<file path="src/rtl/pc_stack_if.sv">
// Request/status bundle for the program counter with return-address stack.
// The driver of requests uses master; the PC/stack block uses slave.
interface pc_stack_if #(
    parameter int WIDTH   = 16,
    parameter int JMPSIZE = 8,
    parameter int DEPTH   = 8
);
    logic                       clken;
    logic                       jmp;
    logic                       branch;
    logic                       call;
    logic                       ret;
    logic                       clr_err;
    logic [JMPSIZE-1:0]         disp;
    logic [WIDTH-1:0]           tgt;
    logic [WIDTH-1:0]           PC_cont;
    logic [WIDTH-1:0]           top;
    logic [$clog2(DEPTH+1)-1:0] depth;
    logic                       full;
    logic                       empty;
    logic                       ovf;
    logic                       unf;

    modport master (
        output clken, jmp, branch, call, ret, clr_err, disp, tgt,
        input  PC_cont, top, depth, full, empty, ovf, unf
    );

    modport slave (
        input  clken, jmp, branch, call, ret, clr_err, disp, tgt,
        output PC_cont, top, depth, full, empty, ovf, unf
    );
endinterface

</file>
<file path="src/rtl/pc_stack_param.sv">
// Program counter with jump/branch/call/ret and a ring-buffer return stack.
// Priority ret > call > jmp > branch > sequential; all outputs come from registers.
module pc_stack_param #(
    parameter int              WIDTH    = 16,
    parameter int              JMPSIZE  = 8,
    parameter int              DEPTH    = 8,
    parameter logic [WIDTH-1:0] RESET_PC = '0
) (
    input  logic      clk,
    input  logic      rst,
    pc_stack_if.slave bus
);
    localparam int PW = $clog2(DEPTH);
    localparam int DW = $clog2(DEPTH+1);

    logic [WIDTH-1:0] pc_q, pc_d, pc_inc, disp_ext;
    logic [WIDTH-1:0] mem [DEPTH];
    logic [PW-1:0]    ptr_q, ptr_d;
    logic [DW-1:0]    dep_q, dep_d;
    logic             ovf_q, ovf_d, unf_q, unf_d;
    logic             push, is_empty, is_full;

    assign is_empty = (dep_q == '0);
    assign is_full  = (dep_q == DW'(DEPTH));
    assign pc_inc   = pc_q + WIDTH'(1);
    assign disp_ext = WIDTH'($signed(bus.disp));

    always_comb begin
        pc_d  = pc_inc;
        ptr_d = ptr_q;
        dep_d = dep_q;
        push  = 1'b0;
        // An error raised in the same cycle overrides the clear.
        ovf_d = ovf_q & ~bus.clr_err;
        unf_d = unf_q & ~bus.clr_err;
        if (bus.ret) begin
            if (!is_empty) begin
                pc_d  = mem[ptr_q];
                ptr_d = ptr_q - PW'(1);
                dep_d = dep_q - DW'(1);
            end else begin
                unf_d = 1'b1;
            end
        end else if (bus.call) begin
            pc_d  = bus.tgt;
            push  = 1'b1;
            ptr_d = ptr_q + PW'(1);
            // When full the next slot holds the oldest entry, so it is overwritten.
            if (is_full) ovf_d = 1'b1;
            else         dep_d = dep_q + DW'(1);
        end else if (bus.jmp) begin
            pc_d = bus.tgt;
        end else if (bus.branch) begin
            pc_d = pc_q + disp_ext;
        end
    end

    always_ff @(posedge clk or posedge rst) begin
        if (rst) begin
            pc_q  <= RESET_PC;
            ptr_q <= '0;
            dep_q <= '0;
            ovf_q <= 1'b0;
            unf_q <= 1'b0;
        end else if (bus.clken) begin
            pc_q  <= pc_d;
            ptr_q <= ptr_d;
            dep_q <= dep_d;
            ovf_q <= ovf_d;
            unf_q <= unf_d;
        end
    end

    // Storage is not reset; depth gates its visibility.
    always_ff @(posedge clk) begin
        if (bus.clken && push) mem[ptr_d] <= pc_inc;
    end

    assign bus.PC_cont = pc_q;
    assign bus.top     = is_empty ? '0 : mem[ptr_q];
    assign bus.depth   = dep_q;
    assign bus.full    = is_full;
    assign bus.empty   = is_empty;
    assign bus.ovf     = ovf_q;
    assign bus.unf     = unf_q;
endmodule

</file>
<file path="src/flat_wrapper.sv">
// flat-port wrapper written by rule: the top's interface ports become plain ports
module pc_stack_param_flat 
#(
    parameter int              WIDTH    = 16,
    parameter int              JMPSIZE  = 8,
    parameter int              DEPTH    = 8,
    parameter logic [WIDTH-1:0] RESET_PC = '0
)
  (clk, rst, bus_clken, bus_jmp, bus_branch, bus_call, bus_ret, bus_clr_err, bus_disp, bus_tgt, bus_PC_cont, bus_top, bus_depth, bus_full, bus_empty, bus_ovf, bus_unf);
  pc_stack_if #(.WIDTH(WIDTH), .JMPSIZE(JMPSIZE), .DEPTH(DEPTH)) bus_i ();
  input  logic clk;
  input  logic rst;
  input wire logic [$bits(bus_i.clken)-1:0] bus_clken;
  input wire logic [$bits(bus_i.jmp)-1:0] bus_jmp;
  input wire logic [$bits(bus_i.branch)-1:0] bus_branch;
  input wire logic [$bits(bus_i.call)-1:0] bus_call;
  input wire logic [$bits(bus_i.ret)-1:0] bus_ret;
  input wire logic [$bits(bus_i.clr_err)-1:0] bus_clr_err;
  input wire logic [$bits(bus_i.disp)-1:0] bus_disp;
  input wire logic [$bits(bus_i.tgt)-1:0] bus_tgt;
  output wire logic [$bits(bus_i.PC_cont)-1:0] bus_PC_cont;
  output wire logic [$bits(bus_i.top)-1:0] bus_top;
  output wire logic [$bits(bus_i.depth)-1:0] bus_depth;
  output wire logic [$bits(bus_i.full)-1:0] bus_full;
  output wire logic [$bits(bus_i.empty)-1:0] bus_empty;
  output wire logic [$bits(bus_i.ovf)-1:0] bus_ovf;
  output wire logic [$bits(bus_i.unf)-1:0] bus_unf;
  assign bus_i.clken = bus_clken;
  assign bus_i.jmp = bus_jmp;
  assign bus_i.branch = bus_branch;
  assign bus_i.call = bus_call;
  assign bus_i.ret = bus_ret;
  assign bus_i.clr_err = bus_clr_err;
  assign bus_i.disp = bus_disp;
  assign bus_i.tgt = bus_tgt;
  assign bus_PC_cont = bus_i.PC_cont;
  assign bus_top = bus_i.top;
  assign bus_depth = bus_i.depth;
  assign bus_full = bus_i.full;
  assign bus_empty = bus_i.empty;
  assign bus_ovf = bus_i.ovf;
  assign bus_unf = bus_i.unf;
  pc_stack_param #(.WIDTH(WIDTH), .JMPSIZE(JMPSIZE), .DEPTH(DEPTH), .RESET_PC(RESET_PC)) u_core (.clk(clk), .rst(rst), .bus(bus_i));
endmodule
</file>
<file path="config.mk">
export PLATFORM = sky130hd
export DESIGN_NAME = pc_stack_param_flat
export DESIGN_NICKNAME = d
export VERILOG_FILES = /design/src/rtl/pc_stack_if.sv /design/src/rtl/pc_stack_param.sv /design/src/flat_wrapper.sv
export SDC_FILE = /design/constraint.sdc
export NUM_CORES = 1
export LEC_CHECK = 0
export ABC_AREA = 0
export CAP_MARGIN = 20
export CORE_ASPECT_RATIO = 2
export CORE_MARGIN = 5
export CORE_UTILIZATION = 51
export CTS_BUF_LIST = sky130_fd_sc_hd__clkbuf_4 sky130_fd_sc_hd__clkbuf_8
export DETAILED_ROUTE_END_ITERATION = 8
export PLACE_DENSITY = 0.78
export SYNTH_ARGS = -nofsm -noshare
export SYNTH_HDL_FRONTEND = slang
export SYNTH_SLANG_ARGS = --single-unit
export TNS_END_PERCENT = 50
</file>
<file path="constraint.sdc">
create_clock -name clk -period 3.6 [get_ports clk]
set_clock_uncertainty 0.1 [all_clocks]
set_input_delay 0.72 -clock clk [delete_from_list [all_inputs] [get_ports clk]]
set_output_delay 0.72 -clock clk [all_outputs]
set_load 0.005 [all_outputs]
</file>
==> summary.md <==
| Metric | Value |
|---|---|
| Area grow syn2layout | `18.2%` |
| Final hold slack | `approximately 430 ps` |
| Seq/Total Area, Yosys | `0.572` |
| Die Ht | `185 µm` |
| Clock share of power | `0.185` |
| Setup crit start kind | `flop` |
| Sequential fraction of design power | `0.369` |
| Worst EP required | `around 2800 ps` |
| Outcome | `finished, final reports clean` |
| Setup-failing EPs final | `0` |
| Vias in the first global route | `5627` |
| Int Pwr | `around 4.5 mW` |
| Clock latency on the worst-skew pair | `460 ps` |
| EDFF count, synth | `128` |
| Clk sinks | `~150` |
| GRT Total Usage | `0.231` |
| # DRC | `0` |
| Vias | `5486` |
| Die footprint | `about 18000 µm²` |
| Syn Area/Cell | `~14 µm²` |
| Total CTS buffers | `17` |
| Final WL | `a little over 20000 µm` |
| Chip width | `between 90 and 100 µm` |
| Gpl congestion | `0.931` |
| Distinct cell type count after synthesis | `68` |
| Port Buf Inserts | `71` |
| Largest area contributor in the netlist | `edfxtp_1` |
| I/O pin cnt | `72` |
| Synth warn | `0` |
| Final hold violation count | `0` |
| Share of cells above drive strength 1 | `0.126` |
| Inserted Diodes | `0` |
| Postcts setup bufs | `0` |
| DRT antenna net count | `0` |
| Lkg Pwr | `3.40 nW` |
| Met3 routed WL | `1120 µm` |
| Syn Std Cell Area | `7820 µm²` |
| Switch Pwr | `roughly 2.6 mW` |
| HP Class | `flop to flop` |
| Fin crit share | `0.955` |
| Root Buffer | `clkbuf_8` |
| Synth Area in Simple Gates | `0.0888` |
| Cell total after placement | `between 800 and 900` |
| Most frequent cells in the layout | `edfxtp_1 (128), clkdlybuf4s50_1 (71), nor2_1 (50)` |
| Met2 wire length | `10900 µm` |
| Critical-path maximum fanout | `25` |
| Synth top area share | `0.492` |
| Clock-pin slew on the worst setup and hold paths | `90 ps` |
| Gate power share | `0.446` |
| CP arrival | `2620 ps` |
| Top Metal Used | `met4` |
| Yosys reg bits | `153` |
| First-pass GRT wire length | `between 30000 and 40000 µm` |
| PwrDens | `763 nW/µm²` |
| Average wire per standard cell | `23.1 µm` |
| Site Rows | `64` |
| Post-synthesis net count | `632` |
| Max-cap violations | `0` |
| Share of synthesized registers carrying an async set or reset | `0.163` |
| Largest net degree at the start of global routing | `32` |
| CP endpoint kind | `output port` |
| Setup ws final | `164 ps` |
| CTS tree | `done` |
| Gates resized, CTS repair | `0` |
| Synth Instances | `578` |
| Compound-Gate Fraction of Synth Area | `0.0970` |
| Mux contribution to synthesized area | `0.131` |
| Critical path class | `flop to output port` |
| Xor/xnor cell area share of the yosys netlist | `0.0357` |
| Initial DRC count | `471` |
| Ys flop type | `edfxtp_1` |
| Gr ovfl total | `0` |
| Via density | `6.21` |
| Hold Buf Count CTS | `0` |
| Top post-synthesis cells by area | `edfxtp_1 (49%), dfrtp_1 (8.0%), mux4_1 (7.4%)` |
| Fin cells | `883` |
| # nets final | `726` |
| DP Worst Slack | `118 ps` |
| Core box area | `15200 µm²` |
| Most common cell after layout, fill and taps aside | `edfxtp_1` |
| Sum Neg Setup Slack | `0 ps` |
| Total chip power | `7.06 mW` |
| Drt pass-1 iters | `5` |
| Initial antenna violation count | `0` |
| Largest family of logic cells by synthesized area | `multiplexers` |
| Wire length on met1 | `7010 µm` |
| Htree depth | `4` |
| Hpwl dp | `14700 µm` |
| Peak supply drop | `273 µV` |
| Max transition margin | `0.481` |
| Bufs on Longest Clock Path | `2` |
| Fmax | `291 MHz` |
| Fillers | `1145` |
| Initial Util | `0.514` |
| Net Sw Frac | `0.365` |
| Max-slew violation count | `0` |
| Post-synthesis adder-cell area fraction | `0.0371` |
| Period minus WS final | `about 3400 ps` |
| Slew @ Worst Pin | `a little under 800 ps` |
| RSZ-0062 raised after global routing | `no` |
per-stage QoR:
stage / cell area (µm²) / utilization
finish: 9240 / 0.607
global route: 9240 / 0.607
CTS: 9240 / 0.607
detailed placement: 8840 / 0.581
global placement: 8840 / 0.581
floorplan: 7820 / -
metal layers:
| layer | vias to the layer above | GRT usage |
|---|---|---|
| met5 | - | 0 |
| met4 | 0 | 0.154 |
| met3 | 83 | 0.0482 |
| met2 | 253 | 0.417 |
| met1 | 2717 | 0.239 |
| li1 | 2433 | - |
sequential cells by signal, summed over array words and instances, names as in the netlist:
name	flops
u_core.bus.PC_cont	16
u_core.bus.unf	1
u_core.ptr_q	3
u_core.mem	128
u_core.bus.depth	4
u_core.bus.ovf	1
cells by family (layout without fill, tap and decap cells):
| group | count (synthesis) | after routing |
|---|---|---|
| AOI/OAI and AO/OA | 115 | 115 |
| xor gates and xnor gates | 31 | 31 |
| adders and majority gates | 22 | 22 |
| buffers and inverters | 51 | 158 |
| DFF | 153 | 153 |
| muxes | 54 | 54 |
| and+or+nand+nor | 152 | 152 |
power groups by stage:
stage / Sequential, mW / Combinational (mW) / Clock [mW]
after detailed placement: 2.63 / 3.12 / 0
final: 2.60 / 3.15 / 1.31
after global routing: 2.62 / 3.39 / 1.42
after floorplan: 2.53 / 1.97 / 0
after CTS: 2.59 / 3.14 / 1.33
after global placement: 2.62 / 3.03 / 0
critical path: stages, from the launching register on:
cell and delay [ps]:
dfrtp_1 440, or4_1 660, clkinv_2 370, nor2_1 190, clkdlybuf4s50_1 480
Yosys cell counts, drive strengths merged, types with 4 or more instances:
cell type,count
a211oi,5
a21o,8
a21oi,29
a221o,5
a31oi,12
and3,7
buf,20
clkbuf,7
dfrtp,25
edfxtp,128
ha,20
inv,20
mux2i,20
mux4,32
nand2,48
nand3,13
nor2,51
nor3,12
o211ai,4
o21ai,22
o22ai,6
xnor2,24
xor2,7
cell type report:
cell class,count,area (µm²),area share
repair buffers,103,976,0.106
inverters,23,87.6,0.00948
clock inverters,15,166,0.0180
well taps,198,248,0.0268
clock buffers,17,234,0.0253
flip-flops and latches,153,4470,0.484
multi-input cells,374,3060,0.331
worst paths after layout:
check                                          from                     to  slack (ps)  depth (start not counted)
worst max-delay path            u_core.bus.depth[0]            bus_top[11]         160                          4
worst min-delay path                 u_core.bus.ovf         u_core.bus.ovf         430                          1
worst max register to register  u_core.bus.depth[0]       u_core.mem[2][3]         590                          7
worst min register to register       u_core.bus.ovf         u_core.bus.ovf         430                          1
max in group asynchronous                       rst  u_core.bus.PC_cont[5]        2570                          3
min in group asynchronous                       rst        u_core.ptr_q[0]         530                          3
No activity file was read; power rests on OpenSTA's default activity.
